**src/rtl/huffman_pkg.sv**
```systemverilog
// huffman_pkg: shared constants and state encoding for the Huffman bit packer.
package huffman_pkg;
  localparam int NUM_SYM = 6;
  localparam int IDX_W = $clog2(NUM_SYM);
  localparam int BYTE_W = 8;
  localparam int CODE_W = 8;
  typedef enum logic [1:0] {IDLE, RUN, FLUSH} state_e;
endpackage

```
**src/rtl/huffman_len_dec.sv**
```systemverilog
// huffman_len_dec: code length as the popcount of a contiguous-from-LSB mask.
module huffman_len_dec
  import huffman_pkg::*;
(
  input  logic [CODE_W-1:0] mask_i,
  output logic [3:0]        len_o
);
  always_comb begin
    len_o = '0;
    for (int i = 0; i < CODE_W; i++) len_o = len_o + {3'b0, mask_i[i]};
  end
endmodule

```
**src/rtl/huffman_bit_packer.sv**
```systemverilog
// huffman_bit_packer: encodes symbols 1..6 through a latched code table and packs
// the variable-length codes MSB-first into bytes, flushing with zero pad at frame end.
module huffman_bit_packer
  import huffman_pkg::*;
#(
  parameter int SYM_W = 8,
  parameter int ACC_W = 16,
  parameter int CNT_W = 16
) (
  input  logic              clk,
  input  logic              reset,
  input  logic              code_valid,
  input  logic [CODE_W-1:0] HC1,
  input  logic [CODE_W-1:0] HC2,
  input  logic [CODE_W-1:0] HC3,
  input  logic [CODE_W-1:0] HC4,
  input  logic [CODE_W-1:0] HC5,
  input  logic [CODE_W-1:0] HC6,
  input  logic [CODE_W-1:0] M1,
  input  logic [CODE_W-1:0] M2,
  input  logic [CODE_W-1:0] M3,
  input  logic [CODE_W-1:0] M4,
  input  logic [CODE_W-1:0] M5,
  input  logic [CODE_W-1:0] M6,
  input  logic              sym_valid,
  input  logic [SYM_W-1:0]  sym_data,
  input  logic              sym_last,
  output logic              sym_ready,
  output logic              out_valid,
  output logic [BYTE_W-1:0] out_data,
  input  logic              out_ready,
  output logic              done,
  output logic              sym_err,
  output logic [CNT_W-1:0]  bit_total
);
  localparam int BC_W = $clog2(ACC_W + 1);

  state_e state_q, state_d;
  logic [CODE_W-1:0] hc_q [NUM_SYM];
  logic [CODE_W-1:0] m_q [NUM_SYM];
  logic [CODE_W-1:0] hc_in [NUM_SYM];
  logic [CODE_W-1:0] m_in [NUM_SYM];
  logic [ACC_W-1:0] acc_q, acc_d, acc_sh, code_bits;
  logic [BC_W-1:0] cnt_q, cnt_d, cnt_sh;
  logic [BC_W:0] sh;
  logic [3:0] len, add_len;
  logic [IDX_W-1:0] idx;
  logic sym_ok, accept, free, mv, fin;
  logic out_valid_q, done_q, sym_err_q;
  logic [BYTE_W-1:0] out_data_q;
  logic [CNT_W-1:0] bit_total_q, bit_total_d;
  logic [CNT_W:0] tot;

  assign hc_in = '{HC1, HC2, HC3, HC4, HC5, HC6};
  assign m_in = '{M1, M2, M3, M4, M5, M6};
  assign sym_ok = sym_data != '0 && sym_data <= SYM_W'(NUM_SYM);
  assign idx = sym_ok ? IDX_W'(sym_data - SYM_W'(1)) : '0;

  huffman_len_dec u_len (.mask_i(m_q[idx]), .len_o(len));

  // Accumulator holds bit_cnt valid bits MSB-aligned; everything below them is zero.
  always_comb begin
    accept = sym_valid && sym_ready;
    free = !out_valid_q || out_ready;
    mv = free && ((state_q == RUN && cnt_q >= BC_W'(BYTE_W)) || (state_q == FLUSH && cnt_q != '0));
    acc_sh = mv ? acc_q << BYTE_W : acc_q;
    cnt_sh = !mv ? cnt_q : cnt_q >= BC_W'(BYTE_W) ? cnt_q - BC_W'(BYTE_W) : '0;
    add_len = accept && sym_ok ? len : 4'd0;
    code_bits = ACC_W'(hc_q[idx] & m_q[idx]);
    sh = (BC_W+1)'(ACC_W) - (BC_W+1)'(cnt_sh) - (BC_W+1)'(add_len);
    acc_d = add_len != 4'd0 ? acc_sh | (code_bits << sh) : acc_sh;
    cnt_d = cnt_sh + BC_W'(add_len);
    tot = (CNT_W+1)'(bit_total_q) + (CNT_W+1)'(add_len);
    bit_total_d = tot[CNT_W] ? '1 : tot[CNT_W-1:0];
    fin = state_q == FLUSH && cnt_q == '0 && free;
  end

  always_ff @(posedge clk) begin
    if (!reset) state_q <= IDLE;
    else state_q <= state_d;
  end

  always_comb begin
    state_d = (state_q == IDLE && code_valid) ? RUN :
              (state_q == RUN && accept && sym_last) ? FLUSH :
              fin ? IDLE : state_q;
  end

  always_comb begin
    sym_ready = state_q == RUN && cnt_q <= BC_W'(ACC_W - BYTE_W);
    out_valid = out_valid_q;
    out_data = out_data_q;
    done = done_q;
    sym_err = sym_err_q;
    bit_total = bit_total_q;
  end

  always_ff @(posedge clk) begin
    if (!reset) begin
      hc_q <= '{default: '0};
      m_q <= '{default: '0};
      acc_q <= '0;
      cnt_q <= '0;
      out_valid_q <= 1'b0;
      out_data_q <= '0;
      done_q <= 1'b0;
      sym_err_q <= 1'b0;
      bit_total_q <= '0;
    end else begin
      if (state_q == IDLE && code_valid) begin
        hc_q <= hc_in;
        m_q <= m_in;
        bit_total_q <= '0;
        sym_err_q <= 1'b0;
      end else if (accept) begin
        bit_total_q <= bit_total_d;
        if (!sym_ok) sym_err_q <= 1'b1;
      end
      acc_q <= acc_d;
      cnt_q <= cnt_d;
      out_valid_q <= mv || (out_valid_q && !out_ready);
      if (mv) out_data_q <= acc_q[ACC_W-1 -: BYTE_W];
      done_q <= fin;
    end
  end
endmodule

```
**config.mk**
```make
export PLATFORM = sky130hd
export DESIGN_NAME = huffman_bit_packer
export DESIGN_NICKNAME = d
export VERILOG_FILES = /design/src/rtl/huffman_pkg.sv /design/src/rtl/huffman_len_dec.sv /design/src/rtl/huffman_bit_packer.sv
export SDC_FILE = /design/constraint.sdc
export NUM_CORES = 1
export LEC_CHECK = 0
export CORE_MARGIN = 1.5
export CORE_UTILIZATION = 38
export CTS_CLUSTER_DIAMETER = 100
export CTS_CLUSTER_SIZE = 8
export DETAILED_ROUTE_END_ITERATION = 6
export GPL_TIMING_DRIVEN = 0
export PLACE_DENSITY_LB_ADDON = 0.25
export SETUP_SLACK_MARGIN = 0.4
export SYNTH_ARGS = -nofsm -noshare
export SYNTH_HDL_FRONTEND = slang
export SYNTH_SLANG_ARGS = --single-unit
```
**constraint.sdc**
```tcl
create_clock -name clk -period 9 [get_ports clk]
set_input_delay 2.7 -clock clk [delete_from_list [all_inputs] [get_ports clk]]
set_output_delay 2.7 -clock clk [all_outputs]
set_load 0.01 [all_outputs]
```
==> key figures, run 1 <==
Outcome
  • Status: finished, final reports clean

Global route
  • GRT Total Usage: 22.49%
  • GR Util met2: 37.30%
  • Initial antenna violation count: 0
  • Met1 usage: 29.20%
  • Met3 Use GR: 3.699%
  • First-pass GRT wire length: 35800 um
  • Vias in the first global route: 6991
  • Total grt overflow: 0
  • GR peak layer: met2
  • Largest net degree at the start of global routing: 17

Critical path
  • CP Data Required Time: 9.37 ns
  • Critical Path AT: 9.02 ns
  • Critical path peak fanout: 7
  • Critical Setup Path Class: in2reg
  • Worst setup EP type: flop
  • Startpoint Class: primary input

Die
  • Starting Density: 38.76%
  • Height of the die: 143.9 um
  • # IOs: 138
  • Die W: 143.9 um
  • Cell Rows: 51
  • Core box area: 19460 um^2
  • Die area: 20710 um^2

STA
  • Worst-Margin Slew: 0.7071 ns
  • Setup violators final: 0
  • Tmin final: 8.642 ns
  • TNS Setup: 0 ns
  • Skew final: 0.007890 ns
  • RSZ-0062 raised after global routing: yes
  • Crit share post-route: 96.02%
  • Relative slew slack: 52.86%
  • Final-report hold violation count: 0
  • Slew Limit Fails: 0
  • Fmax: 115.7 MHz
  • WHS: 0.4478 ns

Drt
  • Total number of vias: 7486
  • Vias per cell: 5.177
  • Post-DRT Antenna Nets: 0
  • WL per Instance: 16.00 um
  • Iteration-0 DRC Markers: 560
  • DR pass1 iterations: 5
  • DRC: 0
  • WL final: 23130 um

Synth
  • Count of different cell masters after synthesis: 67
  • Most numerous cell in the Yosys netlist: nand2_1
  • Seq/Total Area, Yosys: 38.75%
  • Yosys synthesis warning count: 0
  • Syn Nets: 1120
  • Mapped Area: 7543 um^2
  • Async set-reset flop share out of synthesis: 0%
  • Post-synth top area cell: dfxtp_1
  • Seq cells post-synth: 146
  • Synth top area cells: dfxtp_1 39%, nand2_1 13%, a21oi_1 9.3%
  • Mapped Cells: 981
  • Commonest cells post-synth: 264 x nand2_1, 146 x dfxtp_1, 140 x a21oi_1
  • Synth Area per Inst: 7.690 um^2
  • Top cell type's share of synthesized area: 38.75%
  • Number of synthesized flops with an enable pin: 0
  • Most common flop cell mapped by yosys: dfxtp_1

CTS
  • CTS tree: yes
  • Clock sink count: 146
  • Total CTS buffers: 17
  • H-tree levels: 4
  • Root Driver: clkbuf_16
  • Worst-path clk slew: 0.06 ns
  • Longest Clk Path Bufs: 2
  • Worst-Skew Late Latency: 0.43 ns
  • Post-cts hold buffer count: 0

Layout
  • Synthesis-to-finish area growth: 39.48%
  • # fillers: 1906
  • Final core occ: 54.06%
  • Share of layout cells above drive strength 1: 12.79%
  • Layout Cells excl Fill: 1446
  • Final instance area: 10520 um^2
  • Net count, final: 1307
  • # diodes: 0

Power
  • VDD IR max: 0.1009 mV
  • Leak: 4.027 nW
  • PD cells: 163.6 nW/um^2

Placement
  • Global placement routability congestion: 0.9284
  • Post-DP HPWL: 17050 um
  • Port Buffers: 135
  • Cells after DPL: 1381
  • Post-placement cell area: 9341 um^2

Run
  • Max cap viols: 0

Min path
  • Hold WC Path Type: reg2reg
==> sequential cells by signal (all words and copies together), names as in the netlist <==
register / cells
sym_err: 1
cnt_q: 5
m_q: 48
hc_q: 48
out_valid: 1
bit_total: 16
out_data: 8
acc_q: 16
state_q: 2
done: 1
==> cell type report <==
cell class	instances	area, um^2	area share, %
tap	265	331.6	3.151
timing repair buffer	168	1617	15.36
buffer	64	365.4	3.472
sequential	146	2923	27.78
clock buffer	20	466.7	4.436
clock inverter	12	178.9	1.701
multi-input combinational	739	4507	42.84
inverter	32	132.6	1.261
==> power breakdown <==
| group | leakage, nW | internal, mW | total [mW] | switching (mW) |
|---|---|---|---|---|
| Sequential | 1.19 | 0.675 | 0.691 | 0.0164 |
| Clock | 0.309 | 0.487 | 0.776 | 0.289 |
| Combinational | 2.53 | 0.118 | 0.254 | 0.136 |
| Total | 4.03 | 1.28 | 1.72 | 0.441 |
==> worst paths after layout <==
| path | start | to | slack (ns) | cells after the start |
|---|---|---|---|---|
| min reg2reg | acc_q[14] | out_data[6] | 0.45 | 2 |
| max | sym_data[6] | acc_q[8] | 0.36 | 25 |
| max reg2reg | m_q[32] | acc_q[8] | 3.15 | 25 |
| min | acc_q[14] | out_data[6] | 0.45 | 2 |
==> through the flow <==
| step | setup WS [ns] | power (mW) |
|---|---|---|
| after global routing | 0.1980 | 1.784 |
| after detailed placement | -0.9374 | 0.9321 |
| final | 0.3583 | 1.721 |
| after global placement | -0.8784 | 0.9296 |
| after floorplan | 0.3863 | 0.8303 |
| after CTS | 0.4060 | 1.709 |
==> worst max-delay path, stage by stage <==
cell	delay, ns
clkdlybuf4s50_1	0.44
nor4_1	0.33
nand4_1	0.44
a22oi_1	0.38
o21ai_1	0.20
fa_1	0.54
inv_2	0.04
fa_1	0.51
fa_2	0.40
fa_2	0.62
nor2_4	0.06
ha_4	0.23
inv_2	0.06
ha_4	0.12
inv_2	0.03
fa_2	0.36
nor2b_2	0.14
o21ai_2	0.06
nand2b_1	0.10
buf_8	0.13
o211ai_1	0.14
or3b_4	0.44
mux2i_2	0.20
o22a_1	0.16
o211a_1	0.15
==> repair_timing <==
action / 4_1_cts / 5_1_grt
setup buffers: 3 / 29
pin swaps: 9 / 23
resized for setup: 19 / 51
setup endpoints to repair: 26 / 16
cloned: 0 / 1
==> logic make-up (layout without fill, tap and decap cells) <==
kind of cell    Yosys count  count (layout)  synth area share [%]
simple gates            402             402                 22.76
flops                   146             146                 38.75
mux                      41              41                 5.623
buf+inv                  96             296                 5.308
fa+ha+maj                29              29                 5.507
xor+xnor                 19              19                 2.306
compound gates          248             248                 19.76
==> routing by layer <==
| metal | part of all wire [%] | routed length, um |
|---|---|---|
| met1 | 45 | 10330 |
| met2 | 48 | 11110 |
| met3 | 4.7 | 1080 |
| met4 | 2.7 | 614 |
| met5 | 0 | 0 |
==> placed cells by master, fill, tap and decap left out, types with 5 or more instances in the layout <==
cell               n
nand3_1           17
nand2_1          261
a31oi_1            8
mux2i_1           28
nand4_1            6
mux2_2            10
a221oi_1           6
ha_1              17
xor2_1            13
ha_4               5
buf_4             32
a21oi_1          138
buf_1              7
o21ai_1            8
and3_1            11
clkbuf_16         18
nand2b_1           9
clkbuf_1          40
and2_1            11
nor3_2             7
o21ai_0           21
nor3_1             9
clkdlybuf4s50_1  131
dfxtp_1          146
o211ai_1           5
inv_1             27
nor2_1            47
buf_2              6
Note: power is estimated with default switching activity, not from simulation.
==> run 2, diff against run 1 <==
- clock period: 9 -> 8.1 ns (I/O delays scaled with it)
==> key figures, run 2 (synthesized netlist as in run 1, its figures left out) <==
Critical path
  • Critical path peak fanout: 6
  • Critical Path AT: 8.43 ns
  • Startpoint Class: primary input
  • Worst setup EP type: flop
  • Critical-path top delay cell: fa_2
  • R2r setup slk: 2.41 ns
  • Slowest stage delay, CP: 0.57 ns
  • Critical Setup Path Class: in2reg
  • CP Data Required Time: 8.41 ns

Global route
  • Total grt overflow: 0
  • Met3 Use GR: 3.699%
  • Met1 usage: 29.19%
  • Vias in the first global route: 7031
  • Initial antenna violation count: 0
  • GR Util met2: 35.43%
  • GR peak layer: met2
  • First-pass GRT wire length: 35290 um
  • Largest net degree at the start of global routing: 17
  • GRT Total Usage: 22.00%

Die
  • Cell Rows: 51
  • Core box area: 19460 um^2
  • Die W: 143.9 um
  • Height of the die: 143.9 um
  • Starting Density: 38.76%
  • # IOs: 138
  • Die area: 20710 um^2

CTS
  • Worst-path clk slew: 0.06 ns
  • Root Driver: clkbuf_16
  • Longest Clk Path Bufs: 2
  • CTS tree: yes
  • Clock sink count: 146
  • Total CTS buffers: 17
  • H-tree levels: 4
  • Worst-Skew Late Latency: 0.44 ns

Drt
  • WL final: 22970 um
  • DR pass1 iterations: 5
  • Iteration-0 DRC Markers: 402
  • Vias per cell: 5.140
  • WL per Instance: 15.85 um
  • DRC: 0
  • Post-DRT Antenna Nets: 0
  • Total number of vias: 7448

Layout
  • Most common cell after layout, fill and taps aside: nand2_1
  • # fillers: 1834
  • Layout Cells excl Fill: 1449
  • Most frequent cells in the layout: 261 x nand2_1, 146 x dfxtp_1, 134 x a21oi_1
  • Net count, final: 1311
  • Biggest regs: hc_q (48), m_q (48)
  • # diodes: 0
  • Synthesis-to-finish area growth: 41.32%
  • Final core occ: 54.77%
  • FF/Latch Area: 2923 um^2
  • Multi-input gate area: 4664 um^2
  • Share of layout cells above drive strength 1: 14.78%

Power
  • VDD IR max: 0.1294 mV
  • PD cells: 173.9 nW/um^2
  • Final Power: 1.854 mW
  • Leak: 4.032 nW

STA
  • Tmin final: 8.124 ns
  • Final-report hold violation count: 0
  • Crit share post-route: 100.3%
  • Slew Limit Fails: 0
  • Fin worst setup slack: -0.02425 ns
  • Skew final: 0.02260 ns
  • Relative slew slack: 52.46%
  • RSZ-0062 raised after global routing: yes
  • Setup violators final: 2
  • Fmax: 123.1 MHz
  • Worst-Margin Slew: 0.7131 ns

Placement
  • Global placement routability congestion: 0.9600
  • Cells after DPL: 1381
  • Post-DP HPWL: 16880 um
  • Port Buffers: 135

Run
  • Max cap viols: 0

Outcome
  • Status: finished, violations left
  • Violated checks: setup timing

Min path
  • Hold WC Path Type: reg2reg
## run 2: changes by cell type in the layout (fill, tap and decap cells not counted), sizes merged
cell           change
dlygate4sd2        +1
clkdlybuf4s50      -1
clkbuf             -1
clkinvlp           -1
bufinv             -1
buf                +8
clkinv             -2
## run 2: per-stage QoR
stage	hold WS, ns	TNS, ns	cell area [um^2]	worst slack [ns]
6_report	0.4515	-0.03160	10660	-0.02425
3_5_place_dp	0.4450	-22.50	9420	-1.274
5_1_grt	0.4720	-1.670	10660	-0.2127
3_3_place_gp	0.4401	-21.97	9420	-1.264
4_1_cts	0.4536	-0.3568	10400	-0.09853
2_1_floorplan	0.4309	-1.137	7737	-0.1996
## run 2: worst paths after layout
kind	startpoint	to	cells past startpoint
max reg2reg	m_q[32]	acc_q[10]	26
max	sym_data[0]	acc_q[10]	32
min	out_data[3]	out_data[3]	2
min reg2reg	out_data[3]	out_data[3]	2
## run 2: cell type report
type / instances / share of cell area [%]
Buffer: 63 / 3.474
Clock buffer: 23 / 4.484
Clock inverter: 8 / 1.197
Inverter: 32 / 1.197
Multi-Input combinational cell: 739 / 43.76
Sequential cell: 146 / 27.42
Tap cell: 265 / 3.110
Timing Repair Buffer: 173 / 15.36
## run 2: metal layers
metal / vias to the layer above / share of wire (%)
met5: - / 0
met4: 0 / 2.1
met3: 35 / 4.5
met2: 212 / 48
met1: 3457 / 46
li1: 3744 / -
## run 2: where the power goes
part	internal [mW]	leakage, nW	switching (mW)
Sequential	0.750	1.19	0.0195
Clock	0.507	0.289	0.300
Combinational	0.128	2.55	0.148
Total	1.39	4.03	0.468
## run 2: worst max-delay path: cells and delay by family
kind	cells	cell delay [ns]
buffers and inverters	9	0.80
AND/OR/NAND/NOR	7	0.79
AO/OA/AOI/OAI	6	1.24
multiplexers	1	0.18
adder cells (fa/ha/maj)	9	2.99
## run 2: repair_timing
| item | in CTS | in global routing |
|---|---|---|
| hold buffers | 0 | 0 |
| setup buffers | 31 | 7 |
| setup endpoints to repair | 28 | 28 |
| resized for setup | 42 | 42 |
| pin swaps | 28 | 25 |
==> run 3, diff against run 2 <==
- CAP_MARGIN: unset -> 20
- CORE_UTILIZATION: 38 -> 50
==> key figures, run 3 (synthesized netlist as in run 1, its figures left out) <==
STA
  • Crit share post-route: 102.6%
  • Setup violators final: 12
  • WHS: 0.4520 ns
  • TNS Setup: -0.9807 ns
  • RSZ-0062 raised after global routing: yes
  • Tmin final: 8.311 ns
  • Slew Limit Fails: 0
  • Final-report hold violation count: 0
  • Skew final: 0.006476 ns
  • Relative slew slack: 53.28%
  • Fin worst setup slack: -0.2113 ns
  • Fmax: 120.3 MHz
  • Worst-Margin Slew: 0.7008 ns

Placement
  • Post-DP HPWL: 16050 um
  • Port Buffers: 135
  • Post-placement cell area: 9319 um^2
  • Global placement routability congestion: 0.8927
  • Cells after DPL: 1300

CTS
  • Root Driver: clkbuf_16
  • Longest Clk Path Bufs: 2
  • Total CTS buffers: 17
  • Post-cts hold buffer count: 0
  • Worst-Skew Late Latency: 0.43 ns
  • Worst-path clk slew: 0.06 ns
  • H-tree levels: 4
  • CTS tree: yes
  • Clock sink count: 146

Outcome
  • Status: finished, violations left
  • Violated checks: DRC, setup timing

Global route
  • First-pass GRT wire length: 35560 um
  • Vias in the first global route: 7323
  • Total grt overflow: 0
  • GRT Total Usage: 28.19%
  • Largest net degree at the start of global routing: 17
  • Initial antenna violation count: 0

Critical path
  • Critical Setup Path Class: in2reg
  • CP Data Required Time: 8.41 ns
  • Critical Path AT: 8.63 ns
  • Startpoint Class: primary input
  • Worst setup EP type: flop
  • Critical path peak fanout: 8

Drt
  • Vias per cell: 5.637
  • DRC: 16
  • Post-DRT Antenna Nets: 0
  • WL per Instance: 16.55 um
  • Iteration-0 DRC Markers: 780
  • DR pass1 iterations: 7
  • WL final: 22720 um
  • Total number of vias: 7740

Die
  • # IOs: 138
  • Starting Density: 51.51%
  • Die W: 125.8 um
  • Height of the die: 125.8 um
  • Cell Rows: 44
  • Die area: 15830 um^2
  • Core box area: 14640 um^2

Layout
  • Net count, final: 1315
  • Most common cell after layout, fill and taps aside: nand2_1
  • Final instance area: 10520 um^2
  • Share of layout cells above drive strength 1: 14.89%
  • # fillers: 1124
  • Synthesis-to-finish area growth: 39.43%
  • Layout Cells excl Fill: 1373
  • # diodes: 0
  • Biggest regs: hc_q (48), m_q (48)
  • Most frequent cells in the layout: 262 x nand2_1, 146 x dfxtp_1, 134 x a21oi_1

Power
  • VDD IR max: 0.1600 mV
  • PD cells: 175.8 nW/um^2
  • Final Power: 1.849 mW
  • Leak: 4.039 nW

Min path
  • Hold WC Path Type: reg2reg

Run
  • Max cap viols: 0
## run 3: changes by cell type in the layout (fill, tap and decap cells not counted), sizes merged
| cell | previous run | this run |
|---|---|---|
| dlygate4sd2 | 2 | 1 |
| clkbuf | 63 | 59 |
| inv | 32 | 34 |
| dlymetal6s2s | 2 | 3 |
| clkinv | 3 | 6 |
| buf | 62 | 66 |
## run 3: power breakdown
part / total (mW) / switching [mW] / internal [mW] / leakage, nW
logic: 0.280 / 0.151 / 0.130 / 2.55
registers: 0.770 / 0.0195 / 0.750 / 1.19
clock network: 0.799 / 0.308 / 0.491 / 0.293
## run 3: per-layer routing
| metal | share of wire (%) | global-route usage (%) | wire, um |
|---|---|---|---|
| met3 | 6.9 | 6.287 | 1558 |
| met2 | 47 | 47.25 | 10760 |
| met4 | 4.3 | 12.78 | 982 |
| met1 | 41 | 34.76 | 9415 |
| met5 | 0 | 0 | 0 |
## run 3: layout make-up
type / count / area [um^2] / share of cell area, %
Sequential cell: 146 / 2923 / 27.79
Tap cell: 184 / 230.2 / 2.189
Timing Repair Buffer: 176 / 1660 / 15.79
Buffer: 64 / 377.9 / 3.593
Clock buffer: 19 / 442.9 / 4.211
Multi-Input combinational cell: 739 / 4599 / 43.73
Clock inverter: 13 / 156.4 / 1.487
Inverter: 32 / 127.6 / 1.213
## run 3: final timing paths
path / from / to / slack [ns] / cells after the start
worst min-delay path: out_data[4] / out_data[4] / 0.45 / 2
worst min register to register: out_data[4] / out_data[4] / 0.45 / 2
worst max register to register: m_q[25] / acc_q[9] / 2.22 / 26
worst max-delay path: sym_data[2] / acc_q[9] / -0.21 / 28
## run 3: timing repair
item	in CTS	in global routing
pin swaps	30	31
gates resized for setup	45	33
setup buffers	30	11
setup endpoints to repair	28	28
## run 3: through the flow
stage          util (%)  setup WS, ns
3_5_place_dp      63.64        -1.266
5_1_grt           71.82       -0.4262
3_3_place_gp      63.64        -1.258
4_1_cts           70.33      -0.08751
6_report          71.82       -0.2113
2_1_floorplan         -       -0.1996
## run 3: worst max-delay path, stage by stage
cell	delay [ns]
dlygate4sd2_1	0.34
xnor2_2	0.46
o211ai_1	0.20
a21boi_0	0.28
a211o_1	0.21
ha_4	0.23
fa_1	0.54
inv_2	0.04
fa_1	0.46
fa_2	0.39
fa_2	0.61
nor2_4	0.05
ha_4	0.28
inv_2	0.04
ha_4	0.15
inv_2	0.05
fa_2	0.22
nor2b_1	0.05
o21ai_1	0.15
nand2b_1	0.10
buf_8	0.14
o211ai_1	0.14
o32ai_2	0.14
buf_4	0.17
buf_4	0.14
a221oi_2	0.22
nor2_1	0.10
o311a_1	0.29
